File: src/rtl/fnd_scan_decoder.sv
// fnd_scan_decoder
//
// Watches a multiplexed, active-low 7-segment bus and rebuilds the BCD
// digits being displayed. Each scan slot must stay stable for
// STABLE_CYCLES samples before its digit is captured; once every digit
// has been captured the whole frame is published at once.
//
// Ports:
//   clk          system clock
//   rst          asynchronous, active-high reset
//   an_n         anode selects, active-low (one low bit = valid slot)
//   seg_n        segments, active-low, bit6=a ... bit0=g
//   digits_out   decoded frame, digit i in bits [4i+3:4i]
//   err_out      per-digit "unrecognised pattern" flags of last frame
//   frame_valid  one-cycle pulse when digits_out/err_out update
//   frame_err    OR of err_out, registered with the frame
//   stale        no capture for TIMEOUT_CYCLES cycles (optional)
//
// Optional feature: define FND_SCAN_TIMEOUT_EN to build the stale-bus
// timeout. Without it, stale is tied to 0 and no counter exists.

module fnd_scan_decoder #(
    parameter int DIGITS         = 4,
    parameter int STABLE_CYCLES  = 8,
    parameter int TIMEOUT_CYCLES = 1000000
) (
    input  logic                  clk,
    input  logic                  rst,
    input  logic [DIGITS-1:0]     an_n,
    input  logic [6:0]            seg_n,
    output logic [4*DIGITS-1:0]   digits_out,
    output logic [DIGITS-1:0]     err_out,
    output logic                  frame_valid,
    output logic                  frame_err,
    output logic                  stale
);

    localparam int CW = $clog2(STABLE_CYCLES);

    localparam logic [1:0] IDLE     = 2'd0;
    localparam logic [1:0] SETTLE   = 2'd1;
    localparam logic [1:0] CAPTURED = 2'd2;

    if (STABLE_CYCLES < 2 || TIMEOUT_CYCLES < 1) begin : g_param_check
        $error("fnd_scan_decoder: STABLE_CYCLES must be >= 2 and TIMEOUT_CYCLES >= 1");
    end

    logic [DIGITS-1:0]   a_q, a_prev;
    logic [6:0]          s_q, s_prev;
    logic [1:0]          state;
    logic [CW-1:0]       count;
    logic [DIGITS-1:0]   sel;
    logic                one_hot;
    logic                same;
    logic                capture;
    logic [4:0]          dec;
    logic [DIGITS-1:0]   mask, mask_n;
    logic [4*DIGITS-1:0] work_val, work_val_n;
    logic [DIGITS-1:0]   work_err, work_err_n;
    logic                frame_done;
    logic                mask_clr;

    // Returns {err, value} for a registered segment pattern.
    function automatic logic [4:0] decode(input logic [6:0] p);
        case (p)
            7'b0000001: decode = 5'h00;
            7'b1001111: decode = 5'h01;
            7'b0010010: decode = 5'h02;
            7'b0000110: decode = 5'h03;
            7'b1001100: decode = 5'h04;
            7'b0100100: decode = 5'h05;
            7'b1100000: decode = 5'h06;
            7'b0001111: decode = 5'h07;
            7'b0000000: decode = 5'h08;
            7'b0001100: decode = 5'h09;
            7'b1111110: decode = 5'h0F;
            default:    decode = 5'h1E;
        endcase
    endfunction

    // Sample the bus once, and keep the previous sample for comparison.
    always_ff @(posedge clk or posedge rst) begin
        if (rst) begin
            a_q    <= '0;
            s_q    <= '0;
            a_prev <= '0;
            s_prev <= '0;
        end else begin
            a_q    <= an_n;
            s_q    <= seg_n;
            a_prev <= a_q;
            s_prev <= s_q;
        end
    end

    // A valid slot has exactly one anode driven low.
    assign sel     = ~a_q;
    assign one_hot = (sel != '0) && ((sel & (sel - {{(DIGITS-1){1'b0}}, 1'b1})) == '0);
    assign same    = (a_q == a_prev) && (s_q == s_prev);
    assign dec     = decode(s_q);

    // The count is the number of consecutive matching comparisons; the
    // capture edge is the one that would bring it to STABLE_CYCLES-1.
    assign capture = (state == SETTLE) && one_hot && same &&
                     (count == CW'(STABLE_CYCLES - 2));

    // Slot qualification FSM.
    always_ff @(posedge clk or posedge rst) begin
        if (rst) begin
            state <= IDLE;
            count <= '0;
        end else begin
            case (state)
                IDLE: begin
                    count <= '0;
                    if (one_hot)
                        state <= SETTLE;
                end
                SETTLE: begin
                    if (!one_hot) begin
                        state <= IDLE;
                        count <= '0;
                    end else if (!same) begin
                        count <= '0;
                    end else if (capture) begin
                        state <= CAPTURED;
                        count <= '0;
                    end else begin
                        count <= count + CW'(1);
                    end
                end
                CAPTURED: begin
                    count <= '0;
                    if (!same)
                        state <= one_hot ? SETTLE : IDLE;
                end
                default: begin
                    state <= IDLE;
                    count <= '0;
                end
            endcase
        end
    end

    // Next working frame including this edge's capture, so a capture on
    // the completing edge lands in the published frame.
    always_comb begin
        work_val_n = work_val;
        work_err_n = work_err;
        mask_n     = (mask_clr ? '0 : mask) | (capture ? sel : '0);
        for (int i = 0; i < DIGITS; i++) begin
            if (capture && sel[i]) begin
                work_val_n[4*i +: 4] = dec[3:0];
                work_err_n[i]        = dec[4];
            end
        end
    end

    assign frame_done = &mask_n;

    // Working registers, capture mask and frame publication.
    always_ff @(posedge clk or posedge rst) begin
        if (rst) begin
            work_val    <= '0;
            work_err    <= '0;
            mask        <= '0;
            digits_out  <= '0;
            err_out     <= '0;
            frame_err   <= 1'b0;
            frame_valid <= 1'b0;
        end else begin
            work_val    <= work_val_n;
            work_err    <= work_err_n;
            frame_valid <= 1'b0;
            if (frame_done) begin
                digits_out  <= work_val_n;
                err_out     <= work_err_n;
                frame_err   <= |work_err_n;
                frame_valid <= 1'b1;
                mask        <= '0;
            end else begin
                mask <= mask_n;
            end
        end
    end

`ifdef FND_SCAN_TIMEOUT_EN
    localparam int TW = $clog2(TIMEOUT_CYCLES + 1);

    logic [TW-1:0] idle_cnt;
    logic          stale_q;

    // Cycles since the last capture, saturating; stale drops the partial
    // frame so the next one is built only from fresh captures.
    always_ff @(posedge clk or posedge rst) begin
        if (rst) begin
            idle_cnt <= '0;
            stale_q  <= 1'b0;
        end else if (capture) begin
            idle_cnt <= '0;
            stale_q  <= 1'b0;
        end else if (idle_cnt != TW'(TIMEOUT_CYCLES)) begin
            idle_cnt <= idle_cnt + TW'(1);
            if (idle_cnt == TW'(TIMEOUT_CYCLES - 1))
                stale_q <= 1'b1;
        end
    end

    assign stale    = stale_q;
    assign mask_clr = stale_q;
`else
    assign stale    = 1'b0;
    assign mask_clr = 1'b0;
`endif

endmodule

File: config.mk
export PLATFORM = sky130hd
export DESIGN_NAME = fnd_scan_decoder
export DESIGN_NICKNAME = d
export VERILOG_FILES = /design/src/rtl/fnd_scan_decoder.sv
export SDC_FILE = /design/constraint.sdc
export NUM_CORES = 1
export LEC_CHECK = 0
export ABC_AREA = 1
export CORE_MARGIN = 2
export CORE_UTILIZATION = 45
export CTS_BUF_LIST = sky130_fd_sc_hd__clkbuf_16
export CTS_CLUSTER_DIAMETER = 40
export DETAILED_ROUTE_END_ITERATION = 6
export PLACE_DENSITY_LB_ADDON = 0.2
export SLEW_MARGIN = 15
export SYNTH_ARGS = -nofsm -noshare
export SYNTH_HDL_FRONTEND = slang
export SYNTH_SLANG_ARGS = --single-unit
File: constraint.sdc
create_clock -name clk -period 2.3 [get_ports clk]
set_clock_uncertainty 0.15 [all_clocks]
set_input_delay 0.345 -clock clk [delete_from_list [all_inputs] [get_ports clk]]
set_output_delay 0.345 -clock clk [all_outputs]
set_load 0.005 [all_outputs]
Word-level counts from Yosys, hierarchy flattened
Cells that the tools add are included.

cells by class
  add/sub/neg operators = 2
  $mul = 0
  divide/modulo/power cells = 0
  magnitude comparators = 0
  equal/unequal tests = 19
  shift-type cells = 0
  multiplexer cells = 23
  bitwise operators = 3
  reduce and logical (&&, ||, !) cells = 16

operator list
  operator            count
  $pmux 5 s11         1
  $eq 7x7->1 const B  4
  $mux 4              6
  $eq 7x4->1 const B  2
  $mux 3              4
  $mux 2              5
  $logic_and 1x1->1   9
  $reduce_and 4->1    2
  $eq 7x1->1 const B  1
  $eq 7x3->1 const B  1
  $eq 7x5->1 const B  1
  $eq 7x6->1 const B  1
  $eq 7x7->1          1
  $logic_not 7->1     1
  $mux 1              6
  $ne 3x3->1 const B  2
  $pmux 2 s3          1
  $and 4x4->4         1
  $eq 4x4->1          1
  $logic_not 4->1     1
  $ne 2x2->1 const B  2
  $not 4->4           1
  $or 4x4->4          1
  $reduce_bool 4->1   1
  7 further kinds     7

word-level totals
  bits in registers = 73
  bits in latches = 0
  RAM bits = 0
  memory bits (read-only) = 0
  input port bits = 13
  word-level logic and storage cells = 76
  memories = 0

Logic depth before layout (Yosys ltp)
Gate-level depths: netlist of the first run.

  depth in word-level cells = 12
  gate-level depth with buffers = 15
  depth with buffers taken out = 14

Least setup slack after synthesis of the first run
Ideal clock, no wire load.

  path type = register -> register
  start point = reg s_q[1]
  end point = reg digits_out[0]
  arrival = 1.807 ns
  data required time = 2.034 ns
  setup slack = 0.226 ns
  stages on the path, launching flop included = 16
  period minus slack after synthesis = 2.074 ns
  path through = dfrtp_1 -> inv_2 -> nand2_1 -> nand2_1 -> nand2_1 -> nor2_1 -> nand2_1 -> nor2_4 -> nand4_1 -> nand2_1 -> nand2_2 -> nor2_8 -> inv_4 -> buf_6 -> nand2_1 -> nand2_1

between the ends
  longest elaborated chain between the ends = 7
  elaborated cells between the ends (all ways) = 21
  those cells by class = eq/ne: 11; mux: 3; bitwise: 1; reduce/logical: 6

RTL lines
  element                          line  text
  from (decl)                      49    logic [6:0] s_q, s_prev;
  from (signal assigned)           90    s_q <= seg_n;
  $eq 7x7->1                       99    assign same = (a_q == a_prev) && (s_q == s_prev);
  $logic_and 1x1->1                99
  $logic_and 1x1->1 (2 in series)  104   assign capture = (state == SETTLE) && one_hot && same &&
  $mux 4                           150   mask_n = (mask_clr ? '0 : mask) | (capture ? sel : '0);
  $or 4x4->4                       150
  $reduce_and 4->1                 159   assign frame_done = &mask_n;
  to (signal assigned)             176   digits_out <= work_val_n;
  to (decl)                        31    output logic [4*DIGITS-1:0] digits_out,

Parallel ways exist; a longest one is shown, timed or not.
A chain may end at the register's enable or synchronous reset.

Final worst setup path of the first run
  start point = reg a_q[1]
  end point = reg digits_out[5]

between the ends
  longest elaborated chain between the ends = 11
  elaborated cells between the ends (all ways) = 16
  those cells by class = add/sub: 1; eq/ne: 1; mux: 2; bitwise: 3; reduce/logical: 9

RTL lines
  element                          line  text
  from (decl)                      48    logic [DIGITS-1:0] a_q, a_prev;
  from (signal assigned)           89    a_q <= an_n;
  $not 4->4                        97    assign sel = ~a_q;
  $sub 4x1->4                      98    assign one_hot = (sel != '0) && ((sel & (sel - {{(DIGITS-1){1'b0}}, 1'b1})) == '0);
  $and 4x4->4                      98
  $logic_not 4->1                  98
  $logic_and 1x1->1                98
  $logic_and 1x1->1 (3 in series)  104
  $mux 4                           150
  $or 4x4->4                       150
  $reduce_and 4->1                 159

Parallel ways exist; a longest one is shown, timed or not.

==> run summary, run 1 <==
- **status** complete, no violations
- **Pre-antenna DRT Iters** 4
- **vertical die dimension** 88.1 um
- **fin crit share** 90.2%
- **Max Cap Viol** 0
- **largest family of logic cells by synthesized area** simple AND/OR/NAND/NOR gates
- **peak per-stage delay on the critical path** 420 ps
- **setup violation total in the final timing report** 0
- **sequential share of the synthesized area** 57.4%
- **total core area** 6830 um^2
- **overall routing resource usage** 18.1%
- **DR iter-0 viols** 124
- **max-slew violation count** 0
- **sink count of the clock tree** 73
- **overall via count from detail_route** 2481
- **share of cells above drive strength 1** 8.64%
- **share of Yosys cell area claimed by the top area cell type** 57.4%
- **Fmax achieved** 482 MHz
- **Max FO, Critical Path** 7
- **Total Negative Setup Slacks** 0 ps
- **I/O pin count** 36
- **Routed wire per std cell** 11.8 um
- **number of cell instances on the worst register-to-register path** 14
- **Multi-input gate area** 1180 um^2
- **Synth area leader** sky130_fd_sc_hd__dfrtp_1
- **worst setup path endpoint** digits_out[5]
- **mux share of post-synthesis cell area** 0%
- **Syn-to-layout area delta** 25.5%
- **PwrDens** 754 nW/um^2
- **width of the die** 88.1 um
- **launch point of the critical path** a_q[1]
- **number of global-route vias before repair** 2350
- **Post-CTS Hold Fix Bufs** 0
- **area enclosed by the die boundary** 7760 um^2
- **post-synthesis area per instance** 8.20 um^2
- **final hold violation count** 0
- **GRT overflow** 0
- **total design power** 3010 uW
- **cell area after synthesis** 3180 um^2
- **Yosys Warn Count** 0
- **worst hold slack** 292 ps
- **leakage component of the power** 0.00220 uW
- **family of cells with the greatest summed delay on the critical path** simple AND/OR/NAND/NOR gates
- **worst endpoint required time** 2420 ps
- **number of standard cells after synthesis** 388
- **setup slack, reg-to-reg** 220 ps
- **number of antenna violations at the first check in global routing** 0
- **placed wire-length estimate** 4330 um
- **number of levels the H-tree was split into** 3
- **worst-case clock buffer depth** 2
- **worst min path class** reg2reg
- **fraction of the mapped netlist area in simple logic gates** 32.7%
- **final worst setup slack** 224 ps
- **via density per instance** 4.63
- **Max stage delay cell, worst path** sky130_fd_sc_hd__dfrtp_1
- **library cell used as clock root buffer** sky130_fd_sc_hd__clkbuf_16
- **total number of cells along the worst setup path** 14
- **element type at the critical path start** flip-flop
- **pre-CTS setup slack** 174 ps
- **compound-cell area share of the yosys netlist** 1.89%
- **number of nets with antenna violations after routing** 0
- **fin nets** 451
- **Starting Density** 46.6%
- **synthesized netlist net count** 403
- **Placed Area** 3670 um^2
- **total of fill cells in the finished design** 620
- **total non-filler cell area in the finished layout** 4000 um^2
- **Routability Congestion** 0.857
- **clock period minus final worst setup slack** 2080 ps
- **PortBufs** 34
- **cells traversed along the worst timing path** inv_2 > nand2_1 > nand2_1 > nand2_1 > nor2_1 > nand2_1 > nor2_4 > nand4_1 > nand2_1 > nand2_1 > nor2_8 > buf_4 > nand2_1 > nand2_1
- **r2r startpoint** a_q[1]
- **Worst Path Arrival** 2190 ps
- **most common cell after layout, fill and taps aside** sky130_fd_sc_hd__nand2_1
- **Rows** 30
- **CP Capture Type** flip-flop
- **XOR/XNOR share of the synthesized area** 1.38%
- **critical setup path kind** reg2reg
- **Clk Latency, worst-skew pair** 330 ps
- **clock tree from TritonCTS** built
- **adder-cell area share of the yosys netlist** 0.786%
- **largest net degree at the start of global routing** 74
- **final wirelength** 6310 um
- **area used by sequential logic in the layout** 1830 um^2
- **antenna diode count** 0
- **register bit count reported by yosys** 73
- **top library cells by usage in the layout, fill and taps aside** sky130_fd_sc_hd__nand2_1, sky130_fd_sc_hd__dfrtp_1, sky130_fd_sc_hd__clkdlybuf4s50_1
- **Max VDD drop** 448 uV
- **clock edge transition at the registers on the reported setup and hold paths** 60 ps
- **largest cells by area after synthesis** sky130_fd_sc_hd__dfrtp_1, sky130_fd_sc_hd__nand2_1, sky130_fd_sc_hd__nor2_1
- **Buf+Inv Stages, Crit Path** 2
- **DRC violation count after routing** 0
- **cell occurring most often along the worst timing path** sky130_fd_sc_hd__nand2_1
- **cts bufs inserted** 9
- **first-pass GRT wire length** 10600 um
- **FF-to-FF End** digits_out[5]
- **number of distinct library cells after synthesis** 23
==> state kept, by name, indices dropped and copies added (netlist names) <==
name / count
a_q: 4
a_prev: 4
s_prev: 7
frame_valid: 1
work_err: 4
count: 3
err_out: 4
frame_err: 1
state: 2
digits_out: 16
mask: 4
s_q: 7
work_val: 16
==> cell families (layout without fill, tap and decap cells) <==
kind of cell / count (synthesis) / after routing
fa+ha+maj: 2 / 2
flops: 73 / 73
buf+inv: 39 / 91
simple gates: 257 / 257
xor+xnor: 5 / 5
other cells: 1 / 1
compound gates: 11 / 11
==> layout make-up <==
cell class                 count  share of cell area, %
timing repair buffer          42                   10.6
clock buffer                   9                   5.64
inverter                      34                   3.35
multi-input combinational    276                   29.4
clock inverter                 6                   2.13
sequential                    73                   45.8
tap                           96                   3.01
==> where the power goes <==
group / switching (uW) / leakage (uW) / internal [uW]
clock: 513 / 0.000153 / 938
sequential: 34.5 / 0.000964 / 1320
combinational: 128 / 0.00108 / 77.5
==> worst reg2reg max path, delay by kind of cell, from the launching register on <==
family        cells  cell delay [ps]
buf+inv           2              290
flops             1              420
simple gates     12             1150
==> Yosys cell counts, drive strengths merged <==
library cell and count:
nor2 35, conb 1, nor3 2, ha 2, inv 34, a21oi 6
nand4 9, nand2 199, o21ai 3, xor2 1, nand3 12, o31ai 1
a21o 1, xnor2 4, buf 5, dfrtp 73
==> how the worst min path moves through the flow <==
stage             start   endpoint  slack [ps]  cells after the start
2_1_floorplan   an_n[0]     a_q[0]         230                      0
3_3_place_gp     a_q[2]  a_prev[2]         290                      0
3_5_place_dp     a_q[2]  a_prev[2]         280                      0
4_1_cts        seg_n[2]     s_q[2]         290                      1
5_1_grt        seg_n[0]     s_q[0]         290                      1
6_report         a_q[0]  a_prev[0]         290                      0
==> layer usage <==
metal  vias up  GRT usage [%]  share of wire, %
li1       1275              -                 -
met1      1144           24.6                48
met2        56           27.2                47
met3         6           6.41               4.0
met4         0           6.34              0.74
met5         -              0                 0
==> what timing repair did <==
action | in CTS | in global routing
buffers inserted | 0 | 1
resized for setup | 0 | 3
endpoints found under the setup margin | 0 | 25
hold endpoints to repair | 0 | 0
==> per-stage QoR <==
step	cells	util, %
after global placement	520	53.8
after detailed placement	520	53.8
after global routing	536	58.5
after CTS	535	58.3
final	536	58.5
after floorplan	388	-
(Power assumes the default switching activity.)
==> inputs of run 2 (changes only) <==
ABC_CLOCK_PERIOD_IN_PS = 2300   (was not set)
==> results of run 2 <==
Same layout as run 1: the final DEF is identical, and so are final timing and power.
==> inputs of run 3 (changes only) <==
TNS_END_PERCENT = 30   (was not set)
==> results of run 3 <==
Same layout as run 1: the final DEF is identical, and so are final timing and power.
